$ cat src/rtl/axilite_csr_write_engine_if.sv
// AXI4-Lite write-path bundle (AW, W, B channels) between a bus master and
// the CSR write engine. Handshake rule on every channel: a transfer happens
// on a rising clock edge where both valid and ready are 1; the sender keeps
// its payload and valid stable until that edge, and ready may be raised or
// lowered freely by the receiver.
interface axilite_csr_write_engine_if #(
   parameter int ADDR_SIZE  = 32,
   parameter int DATA_WIDTH = 32
);
   logic [ADDR_SIZE-1:0]      awaddr;
   logic                      awvalid;
   logic                      awready;
   logic [DATA_WIDTH-1:0]     wdata;
   logic [DATA_WIDTH/8-1:0]   wstrb;
   logic                      wvalid;
   logic                      wready;
   logic [1:0]                bresp;
   logic                      bvalid;
   logic                      bready;

   modport master (
      output awaddr, awvalid, wdata, wstrb, wvalid, bready,
      input  awready, wready, bresp, bvalid
   );

   modport slave (
      input  awaddr, awvalid, wdata, wstrb, wvalid, bready,
      output awready, wready, bresp, bvalid
   );
endinterface

$ cat src/rtl/axilite_csr_write_engine.sv
// AXI4-Lite write-only CSR block. AW and W may arrive in either order or
// together; the write commits on the edge that completes the second of the
// two handshakes, and the B response is presented from the following cycle.
// Each register is RW, RO (mirrors ro_in), W1C (sticky hw_set, write-1 clear,
// set wins) or W1P (reads 0, write-1 produces a one-cycle pulse).
module axilite_csr_write_engine #(
   parameter int                            NUM_REGS      = 4,
   parameter int                            DATA_WIDTH    = 32,
   parameter int                            ADDR_SIZE     = 32,
   parameter logic [NUM_REGS*DATA_WIDTH-1:0] INITIAL_VALUE = '0,
   parameter logic [NUM_REGS-1:0]           RO_MASK       = '0,
   parameter logic [NUM_REGS-1:0]           W1C_MASK      = '0,
   parameter logic [NUM_REGS-1:0]           W1P_MASK      = '0
) (
   input  logic                             clk,
   input  logic                             rst,
   axilite_csr_write_engine_if.slave        bus,
   output logic [NUM_REGS*DATA_WIDTH-1:0]   regs,
   input  logic [NUM_REGS*DATA_WIDTH-1:0]   ro_in,
   input  logic [NUM_REGS*DATA_WIDTH-1:0]   hw_set,
   output logic [NUM_REGS*DATA_WIDTH-1:0]   pulse,
   output logic [NUM_REGS-1:0]              wr_stb,
   output logic [1:0]                       fsm_state
);

   localparam int STRB_W = DATA_WIDTH / 8;
   localparam int LSB    = (STRB_W > 1) ? $clog2(STRB_W) : 0;

   localparam logic [1:0] RESP_OKAY   = 2'b00;
   localparam logic [1:0] RESP_SLVERR = 2'b10;

   typedef enum logic [1:0] {
      IDLE    = 2'd0,
      WAIT_W  = 2'd1,
      WAIT_AW = 2'd2,
      RESP    = 2'd3
   } state_t;

   state_t                  state_q, state_d;
   logic [ADDR_SIZE-1:0]    addr_q, addr_d;
   logic [DATA_WIDTH-1:0]   wdata_q, wdata_d;
   logic [STRB_W-1:0]       wstrb_q, wstrb_d;
   logic [1:0]              bresp_q;
   logic [NUM_REGS-1:0]     wr_stb_q;

   logic                    aw_fire;
   logic                    w_fire;
   logic                    commit;
   logic [ADDR_SIZE-1:0]    cm_addr;
   logic [DATA_WIDTH-1:0]   cm_data;
   logic [STRB_W-1:0]       cm_strb;
   logic [ADDR_SIZE-1:0]    cm_idx;
   logic [NUM_REGS-1:0]     cm_sel;
   logic                    cm_ok;
   logic [DATA_WIDTH-1:0]   cm_mask;
   logic [DATA_WIDTH-1:0]   cm_bits;
   logic [NUM_REGS-1:0]     wr_en;

   // Channel readiness is a pure function of state: no input-to-output paths.
   assign bus.awready = (state_q == IDLE) || (state_q == WAIT_AW);
   assign bus.wready  = (state_q == IDLE) || (state_q == WAIT_W);
   assign bus.bvalid  = (state_q == RESP);
   assign bus.bresp   = bresp_q;
   assign fsm_state   = state_q;
   assign wr_stb      = wr_stb_q;

   assign aw_fire = bus.awvalid && bus.awready;
   assign w_fire  = bus.wvalid && bus.wready;

   // Pick the committing address/data: live bus values for the channel that
   // completes now, captured values for the channel that completed earlier.
   always_comb begin
      commit  = 1'b0;
      cm_addr = addr_q;
      cm_data = wdata_q;
      cm_strb = wstrb_q;
      case (state_q)
         IDLE: begin
            cm_addr = bus.awaddr;
            cm_data = bus.wdata;
            cm_strb = bus.wstrb;
            commit  = aw_fire && w_fire;
         end
         WAIT_W: begin
            cm_data = bus.wdata;
            cm_strb = bus.wstrb;
            commit  = w_fire;
         end
         WAIT_AW: begin
            cm_addr = bus.awaddr;
            commit  = aw_fire;
         end
         default: begin
            commit  = 1'b0;
         end
      endcase
   end

   // Decode the register index (byte offset bits dropped) and byte-lane mask.
   always_comb begin
      cm_idx = cm_addr >> LSB;
      cm_sel = '0;
      for (int k = 0; k < NUM_REGS; k++) begin
         if (cm_idx == ADDR_SIZE'(k)) begin
            cm_sel[k] = 1'b1;
         end
      end
      cm_ok = (|cm_sel) && !(|(cm_sel & RO_MASK));
      for (int b = 0; b < STRB_W; b++) begin
         cm_mask[b*8 +: 8] = {8{cm_strb[b]}};
      end
      cm_bits = cm_data & cm_mask;
   end

   assign wr_en = {NUM_REGS{commit && cm_ok}} & cm_sel;

   // Next-state logic and capture of whichever channel arrives first.
   always_comb begin
      state_d = state_q;
      addr_d  = addr_q;
      wdata_d = wdata_q;
      wstrb_d = wstrb_q;
      case (state_q)
         IDLE: begin
            if (aw_fire && w_fire) begin
               state_d = RESP;
            end else if (aw_fire) begin
               addr_d  = bus.awaddr;
               state_d = WAIT_W;
            end else if (w_fire) begin
               wdata_d = bus.wdata;
               wstrb_d = bus.wstrb;
               state_d = WAIT_AW;
            end
         end
         WAIT_W: begin
            if (w_fire) begin
               state_d = RESP;
            end
         end
         WAIT_AW: begin
            if (aw_fire) begin
               state_d = RESP;
            end
         end
         RESP: begin
            if (bus.bready) begin
               state_d = IDLE;
            end
         end
         default: begin
            state_d = IDLE;
         end
      endcase
   end

   // State, capture registers, response code and write strobes.
   always_ff @(posedge clk or posedge rst) begin
      if (rst) begin
         state_q  <= IDLE;
         addr_q   <= '0;
         wdata_q  <= '0;
         wstrb_q  <= '0;
         bresp_q  <= RESP_OKAY;
         wr_stb_q <= '0;
      end else begin
         state_q  <= state_d;
         addr_q   <= addr_d;
         wdata_q  <= wdata_d;
         wstrb_q  <= wstrb_d;
         wr_stb_q <= wr_en;
         if (commit) begin
            bresp_q <= cm_ok ? RESP_OKAY : RESP_SLVERR;
         end
      end
   end

   for (genvar k = 0; k < NUM_REGS; k++) begin : g_reg
      logic [DATA_WIDTH-1:0] reg_q, reg_d;
      logic [DATA_WIDTH-1:0] pulse_q, pulse_d;

      // Per-register update rule selected by the mode masks (RO has priority).
      always_comb begin
         reg_d   = reg_q;
         pulse_d = '0;
         if (RO_MASK[k]) begin
            reg_d = ro_in[k*DATA_WIDTH +: DATA_WIDTH];
         end else if (W1P_MASK[k]) begin
            reg_d = '0;
            if (wr_en[k]) begin
               pulse_d = cm_bits;
            end
         end else if (W1C_MASK[k]) begin
            // Clear first, then OR in hardware sets so a coincident set wins.
            reg_d = (reg_q & ~(wr_en[k] ? cm_bits : '0))
                    | hw_set[k*DATA_WIDTH +: DATA_WIDTH];
         end else if (wr_en[k]) begin
            reg_d = (reg_q & ~cm_mask) | cm_bits;
         end
      end

      // Register storage and pulse output; W1P registers always hold zero.
      always_ff @(posedge clk or posedge rst) begin
         if (rst) begin
            reg_q   <= W1P_MASK[k] ? '0 : INITIAL_VALUE[k*DATA_WIDTH +: DATA_WIDTH];
            pulse_q <= '0;
         end else begin
            reg_q   <= reg_d;
            pulse_q <= pulse_d;
         end
      end

      assign regs[k*DATA_WIDTH +: DATA_WIDTH]  = reg_q;
      assign pulse[k*DATA_WIDTH +: DATA_WIDTH] = pulse_q;
   end

endmodule

$ cat src/flat_wrapper.sv
// flat-port wrapper written by rule: the top's interface ports become plain ports
module axilite_csr_write_engine_flat 
#(
   parameter int                            NUM_REGS      = 4,
   parameter int                            DATA_WIDTH    = 32,
   parameter int                            ADDR_SIZE     = 32,
   parameter logic [NUM_REGS*DATA_WIDTH-1:0] INITIAL_VALUE = '0,
   parameter logic [NUM_REGS-1:0]           RO_MASK       = '0,
   parameter logic [NUM_REGS-1:0]           W1C_MASK      = '0,
   parameter logic [NUM_REGS-1:0]           W1P_MASK      = '0
)
  (clk, rst, regs, ro_in, hw_set, pulse, wr_stb, fsm_state, bus_awaddr, bus_awvalid, bus_wdata, bus_wstrb, bus_wvalid, bus_bready, bus_awready, bus_wready, bus_bresp, bus_bvalid);
  axilite_csr_write_engine_if #(.ADDR_SIZE(ADDR_SIZE), .DATA_WIDTH(DATA_WIDTH)) bus_i ();
  input  logic clk;
  input  logic rst;
  output logic [NUM_REGS*DATA_WIDTH-1:0] regs;
  input  logic [NUM_REGS*DATA_WIDTH-1:0] ro_in;
  input  logic [NUM_REGS*DATA_WIDTH-1:0] hw_set;
  output logic [NUM_REGS*DATA_WIDTH-1:0] pulse;
  output logic [NUM_REGS-1:0] wr_stb;
  output logic [1:0] fsm_state;
  input wire logic [$bits(bus_i.awaddr)-1:0] bus_awaddr;
  input wire logic [$bits(bus_i.awvalid)-1:0] bus_awvalid;
  input wire logic [$bits(bus_i.wdata)-1:0] bus_wdata;
  input wire logic [$bits(bus_i.wstrb)-1:0] bus_wstrb;
  input wire logic [$bits(bus_i.wvalid)-1:0] bus_wvalid;
  input wire logic [$bits(bus_i.bready)-1:0] bus_bready;
  output wire logic [$bits(bus_i.awready)-1:0] bus_awready;
  output wire logic [$bits(bus_i.wready)-1:0] bus_wready;
  output wire logic [$bits(bus_i.bresp)-1:0] bus_bresp;
  output wire logic [$bits(bus_i.bvalid)-1:0] bus_bvalid;
  assign bus_i.awaddr = bus_awaddr;
  assign bus_i.awvalid = bus_awvalid;
  assign bus_i.wdata = bus_wdata;
  assign bus_i.wstrb = bus_wstrb;
  assign bus_i.wvalid = bus_wvalid;
  assign bus_i.bready = bus_bready;
  assign bus_awready = bus_i.awready;
  assign bus_wready = bus_i.wready;
  assign bus_bresp = bus_i.bresp;
  assign bus_bvalid = bus_i.bvalid;
  axilite_csr_write_engine #(.NUM_REGS(NUM_REGS), .DATA_WIDTH(DATA_WIDTH), .ADDR_SIZE(ADDR_SIZE), .INITIAL_VALUE(INITIAL_VALUE), .RO_MASK(RO_MASK), .W1C_MASK(W1C_MASK), .W1P_MASK(W1P_MASK)) u_core (.clk(clk), .rst(rst), .bus(bus_i), .regs(regs), .ro_in(ro_in), .hw_set(hw_set), .pulse(pulse), .wr_stb(wr_stb), .fsm_state(fsm_state));
endmodule
$ cat config.mk
export PLATFORM = sky130hd
export DESIGN_NAME = axilite_csr_write_engine_flat
export DESIGN_NICKNAME = d
export VERILOG_FILES = /design/src/rtl/axilite_csr_write_engine_if.sv /design/src/rtl/axilite_csr_write_engine.sv /design/src/flat_wrapper.sv
export SDC_FILE = /design/constraint.sdc
export NUM_CORES = 1
export LEC_CHECK = 0
export CORE_AREA = 2 2 234 236
export CTS_CLUSTER_SIZE = 25
export DETAILED_ROUTE_END_ITERATION = 16
export DIE_AREA = 0 0 236 238
export DONT_BUFFER_PORTS = 1
export PLACE_DENSITY = 0.32
export SLEW_MARGIN = 20
export SYNTH_ARGS = -nofsm -noshare
export SYNTH_HDL_FRONTEND = slang
export SYNTH_SLANG_ARGS = --single-unit
$ cat constraint.sdc
create_clock -name clk -period 9.97 [get_ports clk]
set_clock_uncertainty 0.05 [all_clocks]
set_input_delay 1.994 -clock clk [delete_from_list [all_inputs] [get_ports clk]]
set_output_delay 1.994 -clock clk [all_outputs]
set_load 0.005 [all_outputs]
# Word-level counts from Yosys, hierarchy flattened
# Cells that the tools add are included.
# totals
input_bits,329
elab_cells,63
out_inout_bits,267
register_bits,204
# op_classes
n_reduce_logical,14
muxes,16
eq_ne,10
bitwise,13
# op_table
cell,n
32-bit AND,5
32-bit bitwise OR,4
32-bit two-way mux,2
"30-bit by 2-bit equality test with 1-bit output, second input constant",2
32-bit zero test,1
32-bit NOT,1
"30-bit by 1-bit equality test with 1-bit output, second input constant",1
2-bit two-way mux,7
2-bit one-hot mux with 4 select lines,1
4-bit AND reduction,2
4-bit AND,1
"2-bit equality test, second input constant",2
1-bit logical AND,4
1-bit two-way mux,4
4-bit two-way mux,1
"2-bit by 1-bit != test with 1-bit output, second input constant",2
"4-bit by 2-bit != test with 1-bit output, second input constant",1
2-bit OR reduction,2
4-bit OR reduction,1
1-bit one-hot mux with 3 select lines,1
3-bit AND reduction,1
"2-bit by 1-bit equality test with 1-bit output, second input constant",1
2-bit zero test,1
1-bit logical OR,2
other kinds (2),3

# Logic depth before layout (Yosys ltp)
# logic_depth
word_depth,8
mapped_depth,9
mapped_depth_nobuf,8

# Worst setup path after synthesis
# No wires, ideal clock.
# synth_timing
kind,input -> register
start,in bus_awaddr[20]
end,reg with a tool-made name
path_buffers,2
required_time_ps,9795
slack_ps,5670
path_stages,7
arrival_ps,4125
setup_time_ps,125
cell_sequence,or4_4 nor4_2 a31oi_1 buf_6 buf_12 nor4_4 mux2_4
# synth_lines
element,line,rtl
from (decl),flat_wrapper.sv:22,input wire logic [$bits(bus_i.awaddr)-1:0] bus_awaddr;

==> summary.md <==
| Metric | Value |
|---|---|
| Status | finished, final reports clean |
| Max-cap violation count | 0 |
| Worst hold path type | flip-flop to flip-flop |
| First-pass GRT wire length | 38,500 um |
| Final Cell Area | 11,000 sq um |
| Vias | 4,960 |
| Minimum clock period | around 4.6 ns |
| Flop pwr share | 39.2% |
| Number of synthesized register bits | 201 |
| WL/cell | around 19 um |
| Footprint of the multi-input gates | 4150 sq um |
| Peak supply drop | 0.132 mV |
| Gpl congestion | ~0.64 |
| Post-synthesis sequential area ratio | 51.6% |
| Clk_lat worst skew | approximately 0.55 ns |
| Sequential cell area | 5030 sq um |
| Worst endpoint required time | 10.35 ns |
| Largest net degree at the start of global routing | a little under 80 |
| Largest buffer count on any clock path | 3 |
| Netlist area before placement | around 9700 sq um |
| Num CTS Buffers | 28 |
| Initial DRC count | 133 |
| Worst Hold Launch | u_core.addr_q[8]$_DFFE_PP0P_ |
| Starting Density | roughly 18% |
| TritonCTS clock tree | done |
| Worst Setup End Kind | flip-flop |
| Final Max Slew Viols | 0 |
| Die area | between 50,000 and 60,000 sq um |
| Slew Limit Headroom | 25.9% |
| Area leader, netlist | dfrtp_1 |
| Initial antenna violation count | 1 |
| GR peak layer | met2 |
| GRT met2 Usage | roughly 15% |
| Routing usage on met1 | a little under an eighth |
| Area grow syn2layout | 13.1% |
| I/O pin cnt | 596 |
| Mean Syn Cell Area | roughly 15 sq um |
| Switching Power | 0.000799 W |
| Htree depth | 1 |
| Post-CTS setup buffers | 0 |
| Leakage | 5.19 nW |
| Worst r2r path cells | 8 |
| GR Util met3 | 2.94% |
| RSZ-0062 raised after global routing | no |
| Logic pwr share | 23.7% |
| Internal Pwr Total | 0.00182 W |
| Drt total wl | 26,800 um |
| # fillers | 5,736 |
| RR Startpoint | u_core.fsm_state[1]$_DFFE_PP0P_ |
| Die Y | 238 um |
| Synth warn | 0 |
| Netlist cell types | 38 |
| Vias per cell | 3.54 |
| Area of the core | 53,500 sq um |
| Hold Crit Endpoint | u_core.addr_q[8]$_DFFE_PP0P_ |
| Tightest Pin Transition | 1.10 ns |
| Vias in the first global route | 5,068 |
| Share of layout cells above drive strength 1 | 38.9% |
| Fin Setup TNS | 0 ns |
| Crit-path max FO | 8 |
| Clock share of power | 37.1% |
| Critical path type | primary input to flip-flop |
| Sw frac | 30.5% |
| # placed instances | between 1,000 and 1,500 |
| Diode count | 0 |
| Final setup viols | 0 |
| Pre-antenna DRT Iters | 4 |
| Worst Path Arrival | 4.96 ns |
| Post-DP HPWL | 18,000 um |
| TritonCTS Sinks | 201 |
| Post-CTS Resized | 0 |
| I/O Buffers | 0 |
| Grt ovf | 0 |
| Gr usage total | 9.26% |
| Placed cell area | 10,200 sq um |
| R2r setup slk | 5.74 ns |
| Final hold vios | 0 |
| Post-CTS Hold Buffers | 0 |
| Area contributors post-synth | dfrtp_1 (52%), mux2_2 (16%), buf_4 (9.9%) |
| Hold depth | 1 |
| Post-synth top area share | approximately half |
| Post-Syn Instances | between 600 and 700 |
| Residual DRC | 0 |
| Root Buffer | clkbuf_16 |
| Antenna Nets Post-Route | 0 |
| Cell Rows | 85 |
| Non-Filler Instances | ~1,400 |
| Power density cells | 238 nW/um^2 |
| Clock-pin transition on the worst setup and hold timing paths | 0.06 ns |
| Tcrit/Tclk final | 45.9% |
| Chip Width | 236 um |
| Nets | just over 1,000 |
| Critical Path Start Type | primary input |
| F_max | about 220 MHz |
[worst max path at each step]
stage | start | endpoint | slack [ns] | cells past startpoint
after floorplan | rst | async pin | 2.44 | 1
after global placement | bus_awaddr[5] | flip-flop | 4.77 | 5
after detailed placement | bus_awaddr[5] | flip-flop | 4.80 | 5
after CTS | u_core.fsm_state[0]$_DFFE_PP0P_ | bus_wready | 5.32 | 5
after global routing | u_core.fsm_state[0]$_DFFE_PP0P_ | bus_wready | 5.26 | 5
final | bus_awaddr[5] | flip-flop | 5.39 | 5
[critical path: stages]
cell and delay, ns:
or4_1 0.57, nor4_2 0.61, o21ai_1 0.43, nor4_4 0.99, mux2_4 0.35
[synth_stat cells (all sizes together)]
master,n
mux2i,2
nand3,1
a22oi,1
nor2b,2
nor3b,4
conb,1
inv,7
and3,3
nand2,1
o2111ai,1
and4,1
or2,1
clkbuf,7
a221oi,1
nor2,6
ha,5
mux2,230
dfrtp,201
or4,3
buf,136
nand3b,1
nor3,7
a21oi,2
nor4,29
o21ai,9
a31oi,3
[placed cells by master (no fill, tap or decap), types with 5 or more instances in the layout]
| cell | count |
|---|---|
| dfrtp_1 | 201 |
| mux2_2 | 136 |
| conb_1 | 129 |
| mux2_4 | 64 |
| mux2_1 | 30 |
| clkbuf_16 | 29 |
| nor4_4 | 16 |
| nor4_1 | 9 |
| buf_4 | 9 |
| o21ai_1 | 8 |
| clkbuf_1 | 8 |
| nor3_1 | 7 |
| nor2_1 | 5 |
| ha_1 | 5 |
[per-stage QoR]
stage / total power, W / worst slack [ns] / hold slack, ns / utilization (%)
detailed placement: 0.00169 / 4.80 / 0.435 / 19.0
finish: 0.00262 / 5.39 / 0.445 / 20.6
CTS: 0.00270 / 5.32 / 0.447 / 20.6
floorplan: 0.00153 / 2.44 / 0.420 / -
global route: 0.00279 / 5.26 / 0.457 / 20.6
global placement: 0.00169 / 4.77 / 0.430 / 19.0
[kinds of logic after synthesis]
| group | count (synthesis) | synth area share [%] |
|---|---|---|
| fa+ha+maj | 5 | 0.642 |
| buf+inv | 150 | 11.0 |
| simple gates | 59 | 6.42 |
| flops | 201 | 51.6 |
| compound gates | 17 | 1.01 |
| mux | 232 | 29.3 |
| other cells | 1 | 0.0385 |
[power groups by stage]
stage / Clock (W) / Sequential (W) / Combinational, W
2_1_floorplan: 0 / 0.00102 / 0.000515
3_3_place_gp: 0 / 0.00104 / 0.000647
3_5_place_dp: 0 / 0.00104 / 0.000650
4_1_cts: 0.00102 / 0.00103 / 0.000650
5_1_grt: 0.00105 / 0.00105 / 0.000700
6_report: 0.000973 / 0.00103 / 0.000622
[per-layer routing]
metal / vias to the layer above / part of all wire, %
met1: 2581 / 42
met4: 0 / 2.7
met3: 38 / 7.7
li1: 2159 / -
met2: 182 / 47
met5: - / 0
[layout make-up]
| type | instances | share of cell area, % |
|---|---|---|
| clock inverter | 7 | 0.794 |
| multi-input combinational | 442 | 37.7 |
| inverter | 7 | 0.306 |
| timing repair buffer | 9 | 0.613 |
| sequential | 201 | 45.6 |
| tap | 696 | 7.90 |
| clock buffer | 39 | 7.10 |
(Power assumes the default switching activity.)
